File: src/rtl/seg_scan_display.sv
// seg_scan_display: multiplexed common-anode seven-segment driver with a frame-coherent digit snapshot.
// Optional leading-zero suppression is built when the macro SEG_SCAN_LZS_EN is defined.
module seg_scan_display #(
    parameter int DIGITS   = 4,
    parameter int NUM_SRC  = 4,
    parameter int SEL_W    = 2,
    parameter int DIV_BITS = 18
) (
    input  logic                        CLK,
    input  logic                        Reset,
    input  logic [SEL_W-1:0]            sel,
    input  logic [NUM_SRC*DIGITS*4-1:0] src_data,
    input  logic                        hold,
    input  logic [DIGITS-1:0]           blank_mask,
    input  logic [DIGITS-1:0]           dp_mask,
    output logic [6:0]                  dispcode,
    output logic                        dp,
    output logic [DIGITS-1:0]           an,
    output logic                        frame_tick
);

    localparam int               IDX_W    = (DIGITS > 1) ? $clog2(DIGITS) : 1;
    localparam int               SNAP_W   = DIGITS * 4;
    localparam logic [IDX_W-1:0] LAST_IDX = IDX_W'(DIGITS - 1);
    localparam logic [6:0]       SEG_OFF  = 7'b1111111;

    function automatic logic [6:0] seg_encode(input logic [3:0] nib);
        case (nib)
            4'h0:    seg_encode = 7'b0000001;
            4'h1:    seg_encode = 7'b1001111;
            4'h2:    seg_encode = 7'b0010010;
            4'h3:    seg_encode = 7'b0000110;
            4'h4:    seg_encode = 7'b1001100;
            4'h5:    seg_encode = 7'b0100100;
            4'h6:    seg_encode = 7'b0100000;
            4'h7:    seg_encode = 7'b0001111;
            4'h8:    seg_encode = 7'b0000000;
            4'h9:    seg_encode = 7'b0000100;
            4'hA:    seg_encode = 7'b0001000;
            4'hB:    seg_encode = 7'b1100000;
            4'hC:    seg_encode = 7'b0110001;
            4'hD:    seg_encode = 7'b1000010;
            4'hE:    seg_encode = 7'b0110000;
            4'hF:    seg_encode = 7'b0111000;
            default: seg_encode = 7'b1111110;
        endcase
    endfunction

    logic [DIV_BITS-1:0] presc_r;
    logic [IDX_W-1:0]    idx_r;
    logic [SNAP_W-1:0]   snap_r;
    logic                load_pending_r;
    logic                frame_tick_r;
    logic [DIGITS-1:0]   an_r;
    logic [6:0]          dispcode_r;
    logic                dp_r;

    logic                scan_tick_s;
    logic                wrap_s;
    logic                load_s;
    logic [SNAP_W-1:0]   chan_s;
    logic [DIGITS-1:0]   lz_sup_s;
    logic [DIGITS-1:0]   an_next_s;
    logic [3:0]          cur_nib_s;
    logic                cur_blank_s;
    logic                cur_dp_s;
    logic                cur_sup_s;
    logic [6:0]          seg_next_s;
    logic                dp_next_s;

    assign scan_tick_s = &presc_r;
    assign wrap_s      = scan_tick_s & (idx_r == LAST_IDX);
    assign load_s      = load_pending_r | (wrap_s & ~hold);

    // Source channel mux; any out-of-range select falls back to channel 0.
    always_comb begin
        chan_s = src_data[SNAP_W-1:0];
        for (int c = 1; c < NUM_SRC; c++) begin
            chan_s = (32'(sel) == 32'(c)) ? src_data[c*SNAP_W +: SNAP_W] : chan_s;
        end
    end

`ifdef SEG_SCAN_LZS_EN
    logic zeros_above_s;

    // A digit is suppressed when it and every higher snapshot digit are zero; digit 0 always shows.
    always_comb begin
        zeros_above_s = 1'b1;
        lz_sup_s      = {DIGITS{1'b0}};
        for (int d = DIGITS - 1; d >= 1; d--) begin
            zeros_above_s = zeros_above_s & (snap_r[d*4 +: 4] == 4'h0);
            lz_sup_s[d]   = zeros_above_s;
        end
    end
`else
    assign lz_sup_s = {DIGITS{1'b0}};
`endif

    // Pick the active digit's nibble, masks and anode pattern from the current scan index.
    always_comb begin
        an_next_s   = {DIGITS{1'b1}};
        cur_nib_s   = snap_r[3:0];
        cur_blank_s = blank_mask[0];
        cur_dp_s    = dp_mask[0];
        cur_sup_s   = lz_sup_s[0];
        for (int d = 0; d < DIGITS; d++) begin
            an_next_s[d] = (idx_r != IDX_W'(d));
            cur_nib_s    = (idx_r == IDX_W'(d)) ? snap_r[d*4 +: 4] : cur_nib_s;
            cur_blank_s  = (idx_r == IDX_W'(d)) ? blank_mask[d]    : cur_blank_s;
            cur_dp_s     = (idx_r == IDX_W'(d)) ? dp_mask[d]       : cur_dp_s;
            cur_sup_s    = (idx_r == IDX_W'(d)) ? lz_sup_s[d]      : cur_sup_s;
        end
    end

    // Blanking darkens the decimal point too; suppression only darkens the segments.
    always_comb begin
        if (cur_blank_s) begin
            seg_next_s = SEG_OFF;
            dp_next_s  = 1'b1;
        end else if (cur_sup_s) begin
            seg_next_s = SEG_OFF;
            dp_next_s  = ~cur_dp_s;
        end else begin
            seg_next_s = seg_encode(cur_nib_s);
            dp_next_s  = ~cur_dp_s;
        end
    end

    // Free-running prescaler and scan index.
    always_ff @(posedge CLK or negedge Reset) begin
        if (!Reset) begin
            presc_r <= {DIV_BITS{1'b0}};
            idx_r   <= {IDX_W{1'b0}};
        end else begin
            presc_r <= presc_r + DIV_BITS'(1'b1);
            if (scan_tick_s) begin
                idx_r <= (idx_r == LAST_IDX) ? {IDX_W{1'b0}} : idx_r + IDX_W'(1'b1);
            end
        end
    end

    // Snapshot capture: once after reset regardless of hold, then at each frame boundary unless held.
    always_ff @(posedge CLK or negedge Reset) begin
        if (!Reset) begin
            snap_r         <= {SNAP_W{1'b0}};
            load_pending_r <= 1'b1;
            frame_tick_r   <= 1'b0;
        end else begin
            load_pending_r <= 1'b0;
            frame_tick_r   <= load_s;
            if (load_s) begin
                snap_r <= chan_s;
            end
        end
    end

    // Anode, segments and decimal point share one register stage so they always change together.
    always_ff @(posedge CLK or negedge Reset) begin
        if (!Reset) begin
            an_r       <= {DIGITS{1'b1}};
            dispcode_r <= SEG_OFF;
            dp_r       <= 1'b1;
        end else begin
            an_r       <= an_next_s;
            dispcode_r <= seg_next_s;
            dp_r       <= dp_next_s;
        end
    end

    assign an         = an_r;
    assign dispcode   = dispcode_r;
    assign dp         = dp_r;
    assign frame_tick = frame_tick_r;

endmodule

File: config.mk
export PLATFORM = sky130hd
export DESIGN_NAME = seg_scan_display
export DESIGN_NICKNAME = d
export VERILOG_FILES = /design/src/rtl/seg_scan_display.sv
export SDC_FILE = /design/constraint.sdc
export NUM_CORES = 1
export LEC_CHECK = 0
export BUFFER_PORTS_ARGS = -buffer_cell sky130_fd_sc_hd__buf_4
export CAP_MARGIN = 30
export CORE_MARGIN = 3
export CORE_UTILIZATION = 41
export DETAILED_ROUTE_END_ITERATION = 10
export PLACE_DENSITY = 0.68
export SYNTH_ARGS = -nofsm -noshare
export SYNTH_HDL_FRONTEND = slang
export SYNTH_SLANG_ARGS = --single-unit
File: constraint.sdc
create_clock -name CLK -period 2 [get_ports CLK]
set_input_delay 0.1 -clock CLK [delete_from_list [all_inputs] [get_ports CLK]]
set_output_delay 0.1 -clock CLK [all_outputs]
set_load 0.03 [all_outputs]
======== Yosys cells after proc, flatten, opt, wreduce, memory -nomap -nowiden ========
Memory sizes are Yosys's and may differ from the RTL's.
Cells that the tools add are included.
storage, ports and cells
  logic and storage cells ................. 42
  memory bits (read-only) ................. 112
  input bits .............................. 77
  bits in registers ....................... 50
  memories ................................ 1
operators by class
  bitwise logic cells ..................... 5
  reductions and logical operators ........ 2
  multiplexer cells ....................... 15
  $add $sub $neg .......................... 2
  eq/ne operators ......................... 9
memories
  name              words  width  read ports  clocked after Yosys merged registers in  write ports  line  source
  (name not given)  16     7      1           0                                        0            28    case (nib)
operators by type and width
  operator                                               number
  2-to-1 mux 16 bit                                      3
  adder 18 x 1 -> 18 bit, second input constant          1
  AND reduction 18 bit                                   1
  2-to-1 mux 4 bit                                       3
  equality test 2 bit, second input constant             4
  2-to-1 mux 1 bit                                       7
  2-to-1 mux 7 bit                                       1
  equality test 2 x 1 -> 1 bit, second input constant    2
  inequality test 2 bit, second input constant           2
  adder 2 x 1 -> 2 bit, second input constant            1
  bitwise AND 1 bit                                      2
  2-to-1 mux 2 bit                                       1
  inequality test 2 x 1 -> 1 bit, second input constant  1
  inverter 1 bit                                         2
  nonzero test 2 bit                                     1
  OR 1 bit                                               1

======== Depth between registers and ports, before layout ========
Gate-level depths: netlist (run 1).
  depth after elaboration ................. 6
  depth in mapped cells ................... 10
  depth with buffers taken out ............ 10

======== Least setup slack after synthesis (run 1) ========
Ideal clock, no wire load.
  kind .................................... flip-flop to flip-flop
  start ................................... register idx_r[0]
  end ..................................... register dispcode_r[3] (netlist: dispcode[3])
  slack ................................... -0.100 ns
  stages on the path, launching flop included .. 11
  data required time ...................... 1.923 ns
  library setup time ...................... 0.077 ns
  data arrival time ....................... 2.023 ns
  cells stage by stage .................... dfrtp_1 > ha_1 > buf_2 > inv_1 > o22ai_1 > a21oi_1 > inv_1 > ha_1 > mux2i_1 > and3_1 > a31oi_1
between the ends
  cells in the longest elaborated chain, start to end .. 6
RTL lines
  element                        line  source
  start: declaration             50    logic [IDX_W-1:0] idx_r;
  start signal: assignment       133   idx_r <= {IDX_W{1'b0}};
  start signal: assignment       137   idx_r <= (idx_r == LAST_IDX) ? {IDX_W{1'b0}} : idx_r + IDX_W'(1'b1);
  equality test 2 x 1 -> 1 bit   -
  2-to-1 mux 4 bit (3 in a row)  108   cur_nib_s = (idx_r == IDX_W'(d)) ? snap_r[d*4 +: 4] : cur_nib_s;
  memory read (16 x 7 bit)       -
  2-to-1 mux 7 bit *             117   if (cur_blank_s) begin
  named net seg_next_s[3]        68    logic [6:0] seg_next_s;
  end signal: assignment         165   dispcode_r <= seg_next_s;
  end: declaration               55    logic [6:0] dispcode_r;
The timed path passes the listed nets; every way through them passes the cells marked *.
A chain may end at the register's enable or synchronous reset.

======== Final worst setup path (run 1) ========
  start ................................... register idx_r[1]
  end ..................................... register dispcode_r[6] (netlist: dispcode[6])
Same word-level chain as after synthesis.

==> summary.md, run 1 <==
| Metric | Value |
|---|---|
| Total CTS buffers | 5 |
| Worst vdd ir | between 300 and 400 µV |
| Post-route minimum period | ~2 ns |
| Die H | around 88 µm |
| Post-DR wirelength/cell | 15.6 µm |
| P&R area growth vs syn | 45.4% |
| Worst setup margin | about 0.010 ns |
| Residual DRC | 0 |
| Min Hold Slack | ~0.087 ns |
| Min-delay worst type | in2reg |
| Slowest stage delay, CP | about 0.46 ns |
| Syn nets | just over 300 |
| Drt first pass iters | 4 |
| Count leader, synth | dfrtp_1 |
| Clock transition at path regs | ~0.09 ns |
| Port bufs | 89 |
| #FFs+latches synth | 50 |
| WP data arrival | about 2.2 ns |
| WS Path Type | reg2reg |
| Root Buffer | clkbuf_8 |
| Layout cell share with drive strength beyond 1 | 0.609 |
| Dpl cell area | around 0.0036 mm² |
| Initial Util | 0.430 |
| Sum of negative setup slack | 0 ns |
| Number of global-route vias before repair | approximately 2200 |
| Gpl congestion | about 0.85 |
| Initial DRC count | between 70 and 80 |
| Vias/cell | 5.34 |
| EDFF count, synth | 0 |
| Maxcap violations | 0 |
| Critical Path Source Type | flip-flop |
| DP Worst Slack | -0.0316 ns |
| DP HPWL | around 4.6 mm |
| Inst Count DP | 392 |
| Antenna Cells | 0 |
| Total length of routed wires | around 6.4 mm |
| Crit path max-delay family | compound AO/OA/AOI/OAI gates |
| Power Density | 634 mW/mm² |
| Post-synth ARST share | 1.00 |
| First-pass GRT wire length | between 9 and 10 mm |
| Final net count | 417 |
| Status | completed |
| Setup-failing EPs final | 0 |
| Synth top area share | 0.335 |
| GRT Total Usage | 0.155 |
| Final Max Tran Viols | 0 |
| H-tree depth | 2 |
| TritonCTS clock tree | built |
| Core area | roughly 0.0064 mm² |
| Sequential element share of the synthesized area | 0.459 |
| Worst clock skew | approximately 0.0091 ns |
| RSZ-0062 raised after global routing | true |
| Vias | 2172 |
| Fin cells | 407 |
| CP required | about 2.2 ns |
| Cell count after synthesis | 216 |
| Period utilisation layout | 0.995 |
| CP max-delay cell | dfrtp_2 |
| Top-level port count | 90 |
| CTS sink count | 50 |
| Buffer and inverter count on the worst path | 2 |
| Cell Area, Synth | between 0.002 and 0.003 mm² |
| Top post-synthesis cells by count | 37 x dfrtp_1, 18 x inv_1, 16 x mux4_2, 13 x dfstp_2, 11 x ha_1 |
| Largest cells by area after synthesis | dfrtp_1 34%, mux4_2 13%, dfstp_2 12% |
| Final Hold Fails | 0 |
| Clock Path Buffers | 2 |
| Relative slew margins | 0.594 |
| Pin count of the biggest net entering global routing | 51 |
| Crit Path Max Fanout | 5 |
| Largest area contributor in the netlist | dfrtp_1 |
| Leakage | 1.81 nW |
| Top_reg_cell synth | dfrtp_1 |
| Post-route cell area | 0.00402 mm² |
| Synthesized area per cell | 12.8 µm² |
| Ys Warns | 0 |
| Die ar. | roughly 0.0078 mm² |
| Yosys cell types | between 40 and 50 |
| Clk Latency, worst-skew pair | roughly 0.31 ns |
| Worst Setup End Kind | flip-flop |
| Finished Core Util | 0.625 |
| Num rows | 29 |
| Grt ovf | 0 |
| Total power draw | about 2.5 mW |
| Worst-path cell chain | inv_1 > ha_4 > mux2i_1 > a211oi_2 > buf_4 > nand2_1 > a21oi_1 > o31ai_1 |
| Fmax | roughly 500 MHz |
| Tightest Pin Transition | ~0.6 ns |
| Die width | 88.1 µm |
| Initial antenna violation count | 0 |
| Post-DRT Antenna Nets | 0 |
## logic make-up (layout without fill, tap and decap cells)
logic type,count (synthesis),in the layout,share of synthesized area
buf+inv,26,140,0.0412
fa+ha+maj,11,11,0.0498
other cells,1,1,0.00136
simple gates,45,45,0.0883
compound gates,25,25,0.0652
mux,42,42,0.245
flops,50,50,0.459
xor+xnor,16,16,0.0507
## placed cells by master, fill, tap and decap left out, drive strengths merged, types with 2 or more instances in the layout
cell	instances
nor3b	2
and3	4
dfrtp	37
nand2b	2
nand4	3
clkbuf	5
a21oi	5
mux2	17
o21ai	5
mux2i	9
inv	20
nor2	9
o22ai	2
dfstp	13
o221ai	3
xor2	6
mux4	16
nand3	8
nand2	10
o211ai	3
ha	11
buf	112
a31oi	2
and4	3
xnor2	10
## path summary, 6_finish.rpt
| path | start | end | slack, ns | depth (start not counted) |
|---|---|---|---|---|
| max | idx_r[1] | dispcode[6] | 0.01 | 8 |
| max in group asynchronous | Reset | idx_r[1] | 1.20 | 2 |
| min in group asynchronous | Reset | presc_r[11] | 0.35 | 2 |
| min | blank_mask[3] | dp | 0.09 | 3 |
| min reg2reg | presc_r[9] | presc_r[9] | 0.48 | 1 |
| max reg2reg | idx_r[1] | dispcode[6] | 0.01 | 8 |
## state kept, by name, indices dropped and copies added (netlist names)
register        count
snap_r             16
presc_r            18
dp                  1
idx_r               2
an                  4
load_pending_r      1
frame_tick          1
dispcode            7
## cell type report
class                      count  area (µm²)
inverter                      18        67.6
tap                           77        96.3
clock inverter                 3        47.5
clock buffer                   5        68.8
sequential                    50        1270
timing repair buffer         114         890
multi-input combinational    140        1580
fill                         498        2410
## worst min-delay path: cells and delay by family
family                 cells  cell delay, ns
AOI/OAI and AO/OA          2            0.16
buffers and inverters      1            0.09
## routing by layer
layer / track usage / share of wire
met2: 0.247 / 0.49
met4: 0.0563 / 0.012
met1: 0.210 / 0.43
met3: 0.0329 / 0.073
met5: 0 / 0
## repair_timing
action,4_1_cts,5_1_grt
pin swaps,0,5
hold buffers,1,0
endpoints found under the hold margin,37,0
setup endpoints to repair,2,5
buffers inserted,0,5
resized for setup,5,37
gates cloned,0,1
## power breakdown
| part | switching (mW) | internal, mW |
|---|---|---|
| Combinational | 0.285 | 0.371 |
| Sequential | 0.0500 | 1.10 |
| Clock | 0.353 | 0.382 |
| Total | 0.688 | 1.86 |
Power figures use the tool's default switching activity.
==> run 2: changes to the inputs <==
--- a/config.mk
+++ b/config.mk
@@ -7,6 +7,7 @@
 export LEC_CHECK = 0
 export BUFFER_PORTS_ARGS = -buffer_cell sky130_fd_sc_hd__buf_4
 export CAP_MARGIN = 30
+export CORE_ASPECT_RATIO = 0.9
 export CORE_MARGIN = 3
 export CORE_UTILIZATION = 41
 export DETAILED_ROUTE_END_ITERATION = 10
==> summary.md, run 2 (same netlist as run 1, synthesis figures left out) <==
| Metric | Value |
|---|---|
| Critical Path Source Type | flip-flop |
| Finished Core Util | 0.634 (+0.00902) |
| Status | completed |
| Period utilisation layout | 0.962 (-0.0327) |
| Vias/cell | 5.01 (-6.1%) |
| Register area | 0.00127 mm² (unchanged) |
| Top-level port count | 90 (unchanged) |
| Total length of routed wires | 6.07 mm (-4.6%) |
| Highest-count cells in the layout ignoring fill and taps | 111 x buf_4, 35 x dfrtp_1, 16 x mux4_2 |
| Drt first pass iters | 4 (unchanged) |
| Multi-input logic area | 0.00157 mm² (-0.48%) |
| CTS sink count | 50 (unchanged) |
| Final Max Tran Viols | 0 (unchanged) |
| R2R depth | 11 (+3) |
| Fmax | 520 MHz (+3.4%) |
| First-pass GRT wire length | 9.97 mm (+5.5%) |
| Initial Util | 0.437 (+0.00716) |
| Root Buffer | clkbuf_8 |
| Clock transition at path regs | 0.10 ns (about the same) |
| Final Hold Fails | 0 (unchanged) |
| Dpl cell area | 0.00364 mm² (+0.14%) |
| Clk Latency, worst-skew pair | 0.31 ns (about the same) |
| DP HPWL | 4.67 mm (+0.45%) |
| Grt ovf | 0 (unchanged) |
| Min-delay worst type | in2reg |
| TritonCTS clock tree | built |
| Pin count of the biggest net entering global routing | 51 (unchanged) |
| Top reg by flops | presc_r |
| Relative slew margins | 0.604 (+0.00964) |
| M1 GR Usage | 0.218 (+0.00829) |
| Residual DRC | 0 (unchanged) |
| Die H | 83.9 µm (-4.8%) |
| Initial DRC count | 70 (-5.4%) |
| Crit Path Max Fanout | 4 (-1) |
| Worst clock skew | 0.00614 ns (-0.00298 ns) |
| Worst setup margin | 0.0757 ns (+0.0653 ns) |
| Die ar. | 0.00776 mm² (about the same) |
| Vias | 2094 (-3.6%) |
| Met3 Use GR | 0.0415 (+0.00855) |
| Worst Setup End Kind | flip-flop |
| Post-route cell area | 0.00401 mm² (-0.22%) |
| Antenna Cells | 0 (unchanged) |
| Number of flip-flops in the largest register | 18 (unchanged) |
| Initial antenna violation count | 0 (unchanged) |
| RSZ-0062 raised after global routing | true |
| Leakage | 1.81 nW (-0.13%) |
| Global routing's busiest layer | met2 |
| Power Density | 607 mW/mm² (-4.2%) |
| Maxcap violations | 0 (unchanged) |
| GRT Total Usage | 0.159 (+0.00416) |
| Worst vdd ir | 305 µV (-8.4%) |
| Tightest Pin Transition | 0.595 ns (-0.0145 ns) |
| WS Path Type | reg2reg |
| Post-route minimum period | 1.92 ns (-0.0653 ns) |
| H-tree depth | 2 (unchanged) |
| Post-DRT Antenna Nets | 0 (unchanged) |
| Post-DR wirelength/cell | 14.5 µm (-7.1%) |
| R2R Setup Slk | 0.08 ns (+0.07 ns) |
| Commonest non-fill, non-tap cell in the layout | buf_4 |
| Gpl congestion | 0.853 (+0.24%) |
| Total power draw | 2.43 mW (-4.4%) |
| CP required | 2.23 ns (about the same) |
| Die width | 92.5 µm (+5.0%) |
| WP data arrival | 2.16 ns (-0.05 ns) |
| Number of global-route vias before repair | 2140 (-0.60%) |
| Min Hold Slack | 0.0440 ns (-0.0426 ns) |
| P&R area growth vs syn | 45.1% |
| M2 GR Usage | 0.246 (-0.000857) |
| Port bufs | 89 (unchanged) |
| Total CTS buffers | 5 (unchanged) |
| Setup-failing EPs final | 0 (unchanged) |
| WHS Path Cells | 3 (unchanged) |
| Core area | 0.00632 mm² (-1.6%) |
| Fillers | 509 (+2.2%) |
| Num rows | 27 (-6.9%) |
| DP Worst Slack | -0.104 ns (-0.0720 ns) |
| Clock Path Buffers | 2 (unchanged) |
| Final net count | 418 (+0.24%) |
| Layout cell share with drive strength beyond 1 | 0.607 (-0.00184) |
## run 2: final timing paths
check	to	start
min in group asynchronous	presc_r[5]	Reset
worst min-delay path	dp	blank_mask[3]
worst min register to register	presc_r[9]	presc_r[9]
max in group asynchronous	idx_r[1]	Reset
worst max register to register	dispcode[0]	idx_r[0]
worst max-delay path	dispcode[0]	idx_r[0]
## run 2: layout make-up
type,count,area share
inverter,18,0.0169
tap,87,0.0272
clock inverter,3,0.00718
timing repair buffer,115,0.223
multi-input combinational,140,0.392
sequential,50,0.317
clock buffer,5,0.0172
## run 2: worst max-delay path, stage by stage (launching register included)
cell      delay (ns)
dfrtp_2         0.44
inv_2           0.07
ha_4            0.18
buf_4           0.14
nand2b_4        0.09
o22ai_4         0.07
a21oi_4         0.17
inv_2           0.09
ha_2            0.19
mux2_2          0.26
nand2_1         0.07
o211ai_1        0.09
## run 2: routing by layer
metal	vias to the layer above	wire [µm]
met2	98	2700
met1	983	2750
met4	0	76
li1	1007	-
met5	-	0
met3	6	551
## run 2: what timing repair did
item,CTS,global route
buffers inserted,3,6
pin swaps,1,6
hold endpoints to repair,37,0
resized for setup,2,36
hold buffers,1,0
setup endpoints to repair,3,7
## run 2: where the power goes
group / total (mW) / internal [mW] / leakage, nW / switching (mW)
Combinational: 0.650 / 0.374 / 1.16 / 0.276
Clock: 0.629 / 0.262 / 0.0506 / 0.367
Sequential: 1.16 / 1.10 / 0.597 / 0.0506
## run 2: stage by stage
step                       TNS, ns  instances
after floorplan                  0        216
after global placement           0        401
after detailed placement    -0.194        401
after CTS                 -0.00966        413
after global routing       -0.0220        418
final                            0        418
